[config.mk]
export PLATFORM = sky130hd
export DESIGN_NAME = imem_boot_loader
export DESIGN_NICKNAME = d
export VERILOG_FILES = /design/src/rtl/imem_boot_loader.sv
export SDC_FILE = /design/constraint.sdc
export NUM_CORES = 1
export LEC_CHECK = 0
export ABC_AREA = 0
export CAP_MARGIN = 20
export CORE_ASPECT_RATIO = 0.75
export CORE_MARGIN = 2
export CORE_UTILIZATION = 50
export CTS_BUF_LIST = sky130_fd_sc_hd__clkbuf_16
export DETAILED_ROUTE_END_ITERATION = 8
export GPL_TIMING_DRIVEN = 0
export PLACE_DENSITY = 0.72
export SKIP_CTS_REPAIR_TIMING = 1
export SYNTH_ARGS = -nofsm -noshare
export SYNTH_HDL_FRONTEND = slang
export SYNTH_SLANG_ARGS = --single-unit
[constraint.sdc]
create_clock -name Clk -period 2.6 [get_ports Clk]
set_input_delay 0.26 -clock Clk [delete_from_list [all_inputs] [get_ports Clk]]
set_output_delay 0.26 -clock Clk [all_outputs]
set_load 0.1 [all_outputs]
[src/rtl/imem_boot_loader.sv]
`default_nettype none
// ============================================================================
// Module   : imem_boot_loader
// Function : Receives a framed program over a byte stream, writes it into
//            instruction memory and releases CPU reset on a good checksum.
// Revision : 1.0
// ============================================================================
module imem_boot_loader #(
  parameter int ADDR_WIDTH = 8,
  parameter int MAX_WORDS  = 256
) (
  input  logic                  Clk,
  input  logic                  Rst,
  input  logic                  Start,
  input  logic [7:0]            Byte_in,
  input  logic                  Byte_valid,
  output logic                  Byte_ready,
  output logic                  Imem_we,
  output logic [ADDR_WIDTH-1:0] Imem_addr,
  output logic [31:0]           Imem_wdata,
  output logic                  Cpu_rst,
  output logic                  Busy,
  output logic                  Done,
  output logic                  Error
);

  localparam logic [16:0] c_MAX_WORDS = 17'(MAX_WORDS);

  typedef enum logic [2:0] {
    S_IDLE   = 3'd0,
    S_HDR_LO = 3'd1,
    S_HDR_HI = 3'd2,
    S_DATA   = 3'd3,
    S_CHECK  = 3'd4,
    S_DONE   = 3'd5,
    S_ERROR  = 3'd6
  } state_t;

  state_t      r_state;
  state_t      w_next;

  logic [7:0]  r_cnt_lo;
  logic [15:0] r_count;
  logic [15:0] r_word_idx;
  logic [1:0]  r_byte_idx;
  logic [7:0]  r_csum;
  logic [23:0] r_asm;
  logic        r_we;

  logic        w_start;
  logic        w_accept;
  logic [15:0] w_n;
  logic        w_hdr_bad;
  logic        w_last_word;
  logic        w_sum_ok;

  assign w_start     = Start && ((r_state == S_IDLE) || (r_state == S_DONE) ||
                                 (r_state == S_ERROR));
  assign w_accept    = Byte_valid && Byte_ready;
  assign w_n         = {Byte_in, r_cnt_lo};
  assign w_hdr_bad   = (w_n == 16'd0) || ({1'b0, w_n} > c_MAX_WORDS);
  assign w_last_word = (r_byte_idx == 2'd3) && ((r_word_idx + 16'd1) == r_count);
  assign w_sum_ok    = (Byte_in == r_csum);

  // A write pulse that lines up with a reset edge must not reach memory.
  assign Imem_we     = r_we && !Rst;

  always_ff @(posedge Clk) begin
    if (Rst) begin
      r_state <= S_IDLE;
    end else begin
      r_state <= w_next;
    end
  end

  always_comb begin
    w_next     = r_state;
    Byte_ready = 1'b0;
    case (r_state)
      S_IDLE, S_DONE, S_ERROR: begin
        if (w_start) w_next = S_HDR_LO;
      end
      S_HDR_LO: begin
        Byte_ready = 1'b1;
        if (w_accept) w_next = S_HDR_HI;
      end
      S_HDR_HI: begin
        Byte_ready = 1'b1;
        if (w_accept) w_next = w_hdr_bad ? S_ERROR : S_DATA;
      end
      S_DATA: begin
        Byte_ready = 1'b1;
        if (w_accept && w_last_word) w_next = S_CHECK;
      end
      S_CHECK: begin
        Byte_ready = 1'b1;
        if (w_accept) w_next = w_sum_ok ? S_DONE : S_ERROR;
      end
      default: w_next = S_IDLE;
    endcase
  end

  always_ff @(posedge Clk) begin
    if (Rst) begin
      r_cnt_lo   <= 8'd0;
      r_count    <= 16'd0;
      r_word_idx <= 16'd0;
      r_byte_idx <= 2'd0;
      r_csum     <= 8'd0;
      r_asm      <= 24'd0;
      r_we       <= 1'b0;
      Imem_addr  <= '0;
      Imem_wdata <= 32'd0;
      Cpu_rst    <= 1'b1;
      Busy       <= 1'b0;
      Done       <= 1'b0;
      Error      <= 1'b0;
    end else begin
      r_we <= 1'b0;
      if (w_start) begin
        Busy       <= 1'b1;
        Done       <= 1'b0;
        Error      <= 1'b0;
        Cpu_rst    <= 1'b1;
        r_word_idx <= 16'd0;
        r_byte_idx <= 2'd0;
        r_csum     <= 8'd0;
      end else if (w_accept) begin
        case (r_state)
          S_HDR_LO: r_cnt_lo <= Byte_in;
          S_HDR_HI: begin
            r_count <= w_n;
            if (w_hdr_bad) begin
              Error   <= 1'b1;
              Busy    <= 1'b0;
              Cpu_rst <= 1'b1;
            end
          end
          S_DATA: begin
            r_csum     <= r_csum + Byte_in;
            r_byte_idx <= r_byte_idx + 2'd1;
            case (r_byte_idx)
              2'd0: r_asm[7:0]   <= Byte_in;
              2'd1: r_asm[15:8]  <= Byte_in;
              2'd2: r_asm[23:16] <= Byte_in;
              default: begin
                r_we       <= 1'b1;
                Imem_addr  <= r_word_idx[ADDR_WIDTH-1:0];
                Imem_wdata <= {Byte_in, r_asm};
                r_word_idx <= r_word_idx + 16'd1;
              end
            endcase
          end
          S_CHECK: begin
            Busy <= 1'b0;
            if (w_sum_ok) begin
              Done    <= 1'b1;
              Cpu_rst <= 1'b0;
            end else begin
              Error   <= 1'b1;
              Cpu_rst <= 1'b1;
            end
          end
          default: ;
        endcase
      end
    end
  end

endmodule
`default_nettype wire

Yosys cells after proc, flatten, opt, wreduce, memory -nomap -nowiden
Index checks and enable logic that the tools add are counted.

Logic and storage cells: 95. Output and inout bits: 46. Bits in registers: 122.

Mux-type cells: 19. Eq/ne operators: 19. Magnitude comparators: 1. Add/sub/neg operators: 3. Bitwise logic cells: 4. Reductions and logical operators: 33.

Operators with widths (count): $reduce_and A4 Y1 (5); $mux W3 (6); $reduce_and A3 Y1 (6); $add A16 B1 Y16 const B (1); $eq A16 B16 Y1 (1); $gt A16 B9 Y1 const B (1); $logic_not A16 Y1 (1); $pmux W3 S5 (1); $ne A2 B2 Y1 const B (7); $eq A3 B3 Y1 const B (3); $add A8 B8 Y8 (1); $eq A8 B8 Y1 (1); $mux W1 (8); $reduce_or A4 Y1 (2); $eq A3 B2 Y1 const B (2); $pmux W1 S2 (3); $reduce_or A3 Y1 (2); $logic_and A1 B1 Y1 (5); $reduce_and A5 Y1 (1); $eq A2 B2 Y1 const B (2); $not A1 Y1 (4); $reduce_bool A2 Y1 (2); $eq A3 B1 Y1 const B (1); $logic_not A3 Y1 (1); 10 further kinds (12).

Depth between registers and ports, before layout
Gate-level depths: netlist of the first run.

Word-level depth: 7. Depth in mapped cells: 10. Gate-level depth less buffers: 10.

Worst setup path after synthesis of the first run
No wires, ideal clock.

Kind: register to register. Start: register r_state[0]. End: register r_state[2]. Path buffers: 0. Setup slack: -774 ps. Stages on the path, launching flop included: 8. Setup time: 66 ps. Arrival time: 3308 ps. Cells stage by stage: dfxtp_1 nor2_1 xnor2_1 o2111ai_1 a2111oi_2 nand4_1 a211o_1 a21oi_2.

Word-level cells in the longest chain between the ends: 7.

Ends and longest elaborated chain: start, declared (RTL line 39) `state_t r_state;`; start signal, assigned (RTL line 72) `r_state <= w_next;`; $eq A3 B3 Y1 (tied with other cells) (RTL line 79) `case (r_state)`; $reduce_or A4 Y1 (no source line) *; $mux W1 * (RTL line 79); net Byte_ready (RTL line 17) `output logic Byte_ready,`; $logic_and A1 B1 Y1 * (RTL line 59) `assign w_accept = Byte_valid && Byte_ready;`; $logic_and A1 B1 Y1 (RTL line 93) `if (w_accept && w_last_word) w_next = S_CHECK;`; $ne A2 B2 Y1 (no source line); $reduce_and A5 Y1 (no source line) *.

Mark *: on every way through the listed nets, which the timed path passes. The rest lies on a longest branch. A chain may end at the register's enable or synchronous reset.

Worst setup path after layout of the first run
Start: register r_word_idx[1]. End: register r_state[2].

Word-level cells in the longest chain between the ends: 6.

Ends and longest elaborated chain: start, declared (RTL line 44) `logic [15:0] r_word_idx;`; start signal, assigned (RTL line 150) `r_word_idx <= r_word_idx + 16'd1;`; $add A16 B1 Y16 (RTL line 62) `assign w_last_word = (r_byte_idx == 2'd3) && ((r_word_idx + 16'd1) == r_count);`; $eq A16 B16 Y1 (RTL line 62); $logic_and A1 B1 Y1 (RTL line 62); $logic_and A1 B1 Y1 (RTL line 93); $ne A2 B2 Y1 (no source line); $reduce_and A5 Y1 (no source line).

Every way passes these cells.

==> flow_summary.ini, run 1 <==
[status]
status = finished clean

[die]
fp.dieW_um = 126
coreArea_um2 = 10900
die_y_um = 95.8
initial_core_util_pct = 51.4
dieArea_um2 = 12100
row_count = 33
ioPinCount = 58

[grt]
antenna_found_initial = 0
grt_pass1_wl_um = 23200
grt_pass1_vias = 4697
grt-ovfl-total = 0
grt_max_degree = 17
grt_usage_pct = 24.4

[power_and_ir_drop]
p_leak_nw = 2.34
p_per_area_nw_per_um2 = 736
power_frac_clock_pct = 43.3
netSwitchingFraction_pct = 30.6
comb_power_share_pct = 17.9
seq_power_share_pct = 38.7
vdd_drop_max_v = 0.000483
p_total_mw = 5.12
switching_power_mw = 1.57
p_int_mw = 3.55

[worst_setup_path]
crit_fanout = 8
r2r_end = r_state[2]$_SDFFE_PP0P_
cp-start-kind = flop
crit_start = r_word_idx[1]$_SDFFE_PP0P_
r2r_slack_ns = 0.05
worst-setup-path-type = reg -> reg
cp.required_ns = 2.95
end_kind = flop
cp.arrival_ns = 2.90
r2r_start = r_word_idx[1]$_SDFFE_PP0P_
reg2regPathDepth = 8

[final_layout]
area_growth_pct = 23.7
final_nets = 807
multi_input_area_um2 = 2890
regArea_um2 = 2440
diodes = 0
drive_above_1_share_pct = 9.32
nFillCells = 953

[yosys]
syn_area_per_cell_um2 = 7.95
ys_async_sr_fraction_pct = 0
ys_warn_count = 0
yosys.area.top_type_share_pct = 43.4
yosysUniqueCellTypes = 58
netlist_area_um2 = 5620
synth_area_leaders = dfxtp_1 43%, nand2_1 12%, a21oi_1 9.9%
ys.flop_type = dfxtp_1
yosysMostFrequentCell = nand2_1
synth_top_area_cell = dfxtp_1
synth-seq-cells = 122
yosysSeqAreaShare_pct = 43.4
synth_fp_nets = 733
synth_common_cells = 186 x nand2_1, 122 x dfxtp_1, 111 x a21oi_1, 34 x nand3_1, 32 x clkbuf_1
synth_edf_count = 0
synthCells = 707

[routing]
wl_per_cell_um = 15.7
route.antenna.remaining_nets = 0
via_count = 5196
dr.pass1.iters = 5
drc = 0
via_per_inst = 5.56
first_iter_violations = 486
routed_wl_um = 14600

[sta]
maxSlewViolCount = 0
fin_crit_ns = 2.55
relSlewSlack_pct = 33.5
finalSetupViolations = 0
finalSetupTns_ns = 0
worst_pin_slew_ns = 0.995
final_hold_viol_count = 0
fin_crit_sh_pct = 98.0
fmax_mhz = 392
clock-skew-final_ns = 0.00725

[clock_tree]
clk_latency_ns = 0.42
cts_num_sinks = 122
cts_inserted_buffers = 17
htreeDepth = 4
clkTransAtPathRegs_ns = 0.06
cts_tree = yes
clk_root_buffer_cell = clkbuf_16
cts_buffer_depth = 2

[job]
max_cap_viol_count = 0

[hold_path]
min_to = Imem_wdata[31]$_SDFFE_PP0P_
hp-class = in -> reg
hold_path_depth = 3
min_from = Byte_in[7]

[placed_design]
gp_congestion = 0.918
hpwlAfterDp_um = 10300
port_buffers = 55
flip-flops by register name, indices dropped and copies added (netlist names):
register / flops
r_csum: 8
r_word_idx: 16
Imem_addr: 8
r_byte_idx: 2
r_asm: 24
r_state: 3
Busy: 1
r_we: 1
r_cnt_lo: 8
Cpu_rst: 1
Error: 1
Imem_wdata: 32
r_count: 16
Done: 1
stage by stage:
| stage | cells | hold slack, ns | setup WS (ns) | cell area, µm² | utilization, % |
|---|---|---|---|---|---|
| after detailed placement | 902 | 0.446 | -0.375 | 6370 | 58.2 |
| after global placement | 902 | 0.436 | -0.299 | 6370 | 58.2 |
| after floorplan | 707 | 0.396 | 0.338 | 5640 | - |
| after CTS | 934 | 0.338 | -0.219 | 6920 | 63.2 |
| after global routing | 934 | 0.345 | -0.0210 | 6950 | 63.5 |
| final | 934 | 0.305 | 0.0521 | 6950 | 63.5 |
power by group through the flow:
stage | Sequential [mW] | Clock (mW) | Combinational [mW]
final | 1.98 | 2.22 | 0.918
after floorplan | 2.06 | 0 | 0.634
after global routing | 1.99 | 2.31 | 0.987
after global placement | 2.02 | 0 | 0.883
after detailed placement | 2.02 | 0 | 0.898
after CTS | 1.98 | 2.23 | 0.904
logic make-up (layout without fill, tap and decap cells):
kind of cell    Yosys count  count (layout)  share of synthesized area, %
xor+xnor                 35              35                          5.45
compound gates          153             153                          15.2
buf+inv                  63             150                          5.92
fa+ha+maj                14              14                          3.25
flops                   122             122                          43.4
mux                       3               3                         0.579
simple gates            317             317                          26.1
cells in the final DEF (no fill, tap or decap), types with 3 or more instances in the layout:
cell type	instances
nand2_1	185
dfxtp_1	121
a21oi_1	111
clkdlybuf4s50_1	53
nand3_1	34
nor2_1	29
clkbuf_1	29
xnor2_1	26
clkbuf_16	17
inv_1	14
nor3_1	14
o21ai_0	14
nor2b_1	13
ha_1	12
clkbuf_2	8
xor2_1	8
clkbuf_8	6
nand4_1	5
nor4_1	5
clkinvlp_4	5
or3_1	4
clkinv_2	4
buf_4	3
buf_6	3
a2111oi_0	3
and3_2	3
o2111ai_1	3
o21a_1	3
or4_1	3
inv_6	3
layer usage:
| metal | vias up | track usage (%) | part of all wire, % |
|---|---|---|---|
| li1 | 2548 | - | - |
| met1 | 2450 | 34.2 | 49 |
| met2 | 179 | 37.2 | 44 |
| met3 | 19 | 6.50 | 6.6 |
| met4 | 0 | 6.87 | 1.0 |
| met5 | - | 0 | 0 |
worst max-delay path, stage by stage, from the launching register on:
cell and delay (ns):
dfxtp_2 0.41, ha_4 0.20, nand3_4 0.12, o21ai_0 0.15, or4bb_1 0.50, a311oi_2 0.26, nand4_1 0.31, a211o_1 0.38
a21oi_2 0.14
cell type report:
class | count | share of cell area (%)
multi-input cells | 522 | 41.5
flip-flops and latches | 122 | 35.1
repair buffers | 55 | 7.99
clock buffers | 17 | 6.12
plain buffers | 49 | 4.14
well taps | 140 | 2.52
clock inverters | 15 | 1.82
inverters | 14 | 0.756
how the worst max path moves through the flow:
stage,endpoint,slack (ns),cells past startpoint
6_report,r_state[2]$_SDFFE_PP0P_,0.05,8
5_1_grt,r_state[2]$_SDFFE_PP0P_,-0.02,8
4_1_cts,Byte_ready,-0.22,3
3_5_place_dp,r_csum[6]$_SDFFE_PP0P_,-0.37,11
3_3_place_gp,r_csum[6]$_SDFFE_PP0P_,-0.30,11
2_1_floorplan,r_state[2]$_SDFFE_PP0P_,0.34,8
(Power assumes the default switching activity.)
==> run 2, diff against run 1 <==
==> constraint.sdc (replaced) <==
create_clock -name Clk -period 3.2 [get_ports Clk]
set_input_delay 0.48 -clock Clk [delete_from_list [all_inputs] [get_ports Clk]]
set_output_delay 0.48 -clock Clk [all_outputs]
set_load 0.1 [all_outputs]
==> flow_summary.ini, run 2 (synthesis gave the netlist of run 1 again) <==
[status]
status = finished clean

[grt]
grt_usage_pct = 25.8
grt_max_degree = 17
grt_pass1_wl_um = 24400
grt_pass1_vias = 4898
grt-ovfl-total = 0
antenna_found_initial = 0

[hold_path]
hp-class = reg -> reg

[die]
die_y_um = 95.8
ioPinCount = 58
coreArea_um2 = 10900
row_count = 33
dieArea_um2 = 12100
initial_core_util_pct = 51.4
fp.dieW_um = 126

[clock_tree]
clk_latency_ns = 0.42
cts_inserted_buffers = 17
clkTransAtPathRegs_ns = 0.06
htreeDepth = 4
clk_root_buffer_cell = clkbuf_16
cts_buffer_depth = 2
cts_tree = yes
cts_num_sinks = 122

[worst_setup_path]
crit_chain = nor2_1 > xnor2_2 > clkdlybuf4s50_1
cp.required_ns = 2.72
crit_fanout = 5
end_kind = primary output
max_stage_delay_ns = 1.18
cp-start-kind = flop
worst-setup-path-type = reg -> out
crit_slowest_cell = clkdlybuf4s50_1
cp.arrival_ns = 2.50

[final_layout]
area_growth_pct = 24.8
top_regs = Imem_wdata (32), r_asm (24)
final_common_cell = nand2_1
nFillCells = 931
final_cell_mix = 186 x nand2_1, 122 x dfxtp_1, 111 x a21oi_1
largest_register_ffs = 32
largest-register = Imem_wdata
diodes = 0
drive_above_1_share_pct = 8.19
final_nets = 807
final_design_area_no_fill_um2 = 7020

[power_and_ir_drop]
p_per_area_nw_per_um2 = 642
p_total_mw = 4.50
vdd_drop_max_v = 0.000382
netSwitchingFraction_pct = 28.8
p_leak_nw = 2.37
comb_power_share_pct = 16.2
seq_power_share_pct = 35.8
p_int_mw = 3.21
switching_power_mw = 1.30
power_frac_clock_pct = 48.0

[sta]
relSlewSlack_pct = 34.1
maxSlewViolCount = 0
fmax_mhz = 336
finalSetupViolations = 0
final_hold_viol_count = 0
rsz0062_at_grt = no
fin_crit_sh_pct = 93.1
fin_crit_ns = 2.98
worst_pin_slew_ns = 0.986
clock-skew-final_ns = 0.00931

[placed_design]
gp_congestion = 0.916
port_buffers = 55
place_area_um2 = 6350
hpwlAfterDp_um = 10600

[routing]
first_iter_violations = 376
wl_per_cell_um = 16.2
drc = 0
via_per_inst = 5.58
route.antenna.remaining_nets = 0
routed_wl_um = 15200
dr.pass1.iters = 5
via_count = 5215

[job]
max_cap_viol_count = 0
==> run 2: changes by cell type in the layout (fill, tap and decap cells not counted), moves of 2 or more <==
| cell | before | now |
|---|---|---|
| clkbuf_1 | 29 | 32 |
| bufinv_16 | 1 | 5 |
| clkinv_4 | 1 | 5 |
| clkbuf_2 | 8 | 2 |
| clkdlybuf4s50_1 | 53 | 55 |
| dlymetal6s2s_1 | 2 | 0 |
| clkinv_2 | 4 | 0 |
| clkinvlp_4 | 5 | 0 |
| buf_1 | 0 | 3 |
| inv_6 | 3 | 5 |
==> run 2: final timing paths <==
path	from	endpoint	slack [ns]	depth (start not counted)
worst max-delay path	r_state[0]$_SDFFE_PP0P_	Byte_ready	0.22	3
worst min register to register	Imem_wdata[16]$_SDFFE_PP0P_	Imem_wdata[16]$_SDFFE_PP0P_	0.45	2
worst max register to register	r_word_idx[1]$_SDFFE_PP0P_	r_state[2]$_SDFFE_PP0P_	0.44	8
worst min-delay path	Imem_wdata[16]$_SDFFE_PP0P_	Imem_wdata[16]$_SDFFE_PP0P_	0.45	2
==> run 2: final cells by class <==
class	instances	area, µm²	share of cell area, %
timing repair buffer	55	551	7.84
buffer	49	280	3.99
sequential	122	2440	34.8
inverter	14	52.6	0.749
multi-input combinational	522	2850	40.7
clock inverter	15	238	3.39
tap	140	175	2.50
clock buffer	17	425	6.06
==> run 2: power by group through the flow <==
stage | combinational [mW] | clock, mW | sequential [mW]
floorplan | 0.497 | 0 | 1.67
global placement | 0.702 | 0 | 1.64
detailed placement | 0.715 | 0 | 1.64
CTS | 0.721 | 2.18 | 1.61
global route | 0.783 | 2.24 | 1.62
finish | 0.729 | 2.16 | 1.61
==> run 2: routing by layer <==
| layer | track usage, % | vias to the layer above | part of all wire (%) |
|---|---|---|---|
| met2 | 40.4 | 196 | 44 |
| met5 | 0 | - | 0 |
| met3 | 5.56 | 29 | 6.4 |
| met1 | 34.8 | 2432 | 47 |
| li1 | - | 2558 | - |
| met4 | 10.6 | 0 | 2.3 |
==> run 2: stage by stage <==
step	hold slack [ns]	worst slack (ns)	utilization [%]	std cells	setup TNS, ns
floorplan	0.430	0.579	-	707	0
detailed placement	0.445	-0.0124	58.1	902	-0.0124
CTS	0.454	0.207	64.1	934	0
global route	0.473	0.154	64.1	934	0
global placement	0.440	0.106	58.1	902	0
finish	0.453	0.221	64.1	934	0
==> run 2: critical path, delay by kind of cell, from the launching register on <==
kind	cells	cell delay [ns]
flops	1	0.36
xor+xnor	1	0.20
buf+inv	1	1.18
simple gates	1	0.35
==> run 3, diff against run 2 <==
CORE_UTILIZATION = 60   (was 50)
PLACE_DENSITY = 0.84   (was 0.72)
==> flow_summary.ini, run 3 (synthesis gave the netlist of run 1 again) <==
[clock_tree]
cts_num_sinks = 122
cts_buffer_depth = 2
clk_latency_ns = 0.41
clk_root_buffer_cell = clkbuf_16
cts_tree = yes
cts_inserted_buffers = 17
clkTransAtPathRegs_ns = 0.05
htreeDepth = 4

[die]
coreArea_um2 = 9080
initial_core_util_pct = 61.9
dieArea_um2 = 10200
fp.dieW_um = 116
ioPinCount = 58
row_count = 30
die_y_um = 87.8

[sta]
fin_crit_sh_pct = 93.1
relSlewSlack_pct = 32.7
worst_hold_slack_ns = 0.450
finalSetupViolations = 0
clock-skew-final_ns = 0.0111
finalSetupTns_ns = 0
maxSlewViolCount = 0
worst_pin_slew_ns = 1.01
fmax_mhz = 336
final_hold_viol_count = 0
fin_crit_ns = 2.98
rsz0062_at_grt = no

[final_layout]
largest_register_ffs = 32
layout.cells.non_filler = 922
post-route-util_pct = 77.3
final_common_cell = nand2_1
diodes = 0
top_regs = Imem_wdata (32), r_asm (24)
largest-register = Imem_wdata
area_growth_pct = 24.8
drive_above_1_share_pct = 7.81
final_nets = 807
final_cell_mix = 186 x nand2_1, 122 x dfxtp_1, 111 x a21oi_1
nFillCells = 642

[power_and_ir_drop]
switching_power_mw = 1.23
comb_power_share_pct = 16.1
netSwitchingFraction_pct = 27.0
p_per_area_nw_per_um2 = 651
power_frac_clock_pct = 48.6
seq_power_share_pct = 35.3
vdd_drop_max_v = 0.000418
p_leak_nw = 2.38
p_int_mw = 3.34
p_total_mw = 4.57

[worst_setup_path]
end_kind = primary output
cp.required_ns = 2.72
cp-start-kind = flop
crit_fanout = 5
cp.arrival_ns = 2.50
worst-setup-path-type = reg -> out

[routing]
drc = 0
via_count = 5358
via_per_inst = 5.81
first_iter_violations = 482
route.antenna.remaining_nets = 0
dr.pass1.iters = 5
routed_wl_um = 15700
wl_per_cell_um = 17.0

[grt]
grt_max_degree = 17
grt_pass1_vias = 5151
grt_usage_pct = 32.1
antenna_found_initial = 0
grt-ovfl-total = 0
grt_pass1_wl_um = 25100

[hold_path]
hp-class = reg -> reg

[placed_design]
gp_congestion = 0.940
hpwlAfterDp_um = 10300
dp_cells = 890
port_buffers = 55

[status]
status = finished clean

[job]
max_cap_viol_count = 0
[run 3: changes by cell type in the layout (fill, tap and decap cells not counted), sizes merged]
cell | previous run | this run
inv | 19 | 16
clkinvlp | 0 | 1
bufinv | 5 | 7
[run 3: final timing paths]
check / from / endpoint / slack, ns / cells past startpoint
max: r_state[0]$_SDFFE_PP0P_ / Byte_ready / 0.22 / 3
min: Error$_SDFFE_PP0P_ / Error$_SDFFE_PP0P_ / 0.45 / 2
max reg2reg: r_word_idx[1]$_SDFFE_PP0P_ / r_state[2]$_SDFFE_PP0P_ / 0.34 / 8
min reg2reg: Error$_SDFFE_PP0P_ / Error$_SDFFE_PP0P_ / 0.45 / 2
[run 3: critical path: stages (launching register included)]
cell and delay [ns]:
dfxtp_1 0.36, nor2_1 0.36, xnor2_2 0.20, clkdlybuf4s50_1 1.18
[run 3: power by group through the flow]
| stage | combinational [mW] | sequential [mW] | clock, mW |
|---|---|---|---|
| 6_report | 0.734 | 1.61 | 2.22 |
| 5_1_grt | 0.788 | 1.62 | 2.29 |
| 4_1_cts | 0.721 | 1.61 | 2.22 |
| 3_5_place_dp | 0.710 | 1.64 | 0 |
| 3_3_place_gp | 0.694 | 1.64 | 0 |
| 2_1_floorplan | 0.497 | 1.67 | 0 |
[run 3: layer usage]
metal / routed length [µm] / part of all wire, % / global-route usage [%]
met4: 243 / 1.5 / 8.55
met3: 1420 / 9.1 / 7.82
met5: 0 / 0 / 0
met2: 7550 / 48 / 55.1
met1: 6480 / 41 / 41.0
[run 3: area by class of cell]
type / count / area [µm²] / area share (%)
Buffer: 49 / 280 / 3.99
Clock buffer: 17 / 425 / 6.06
Clock inverter: 15 / 253 / 3.60
Inverter: 14 / 52.6 / 0.749
Multi-Input combinational cell: 522 / 2850 / 40.7
Sequential cell: 122 / 2440 / 34.8
Tap cell: 128 / 160 / 2.28
Timing Repair Buffer: 55 / 551 / 7.84
[run 3: metrics by stage]
| step | setup slack [ns] | cell area, µm² |
|---|---|---|
| 6_report | 0.220 | 7020 |
| 5_1_grt | 0.0441 | 7020 |
| 3_5_place_dp | 0.00244 | 6340 |
| 4_1_cts | 0.229 | 7020 |
| 2_1_floorplan | 0.579 | 5630 |
| 3_3_place_gp | 0.135 | 6340 |
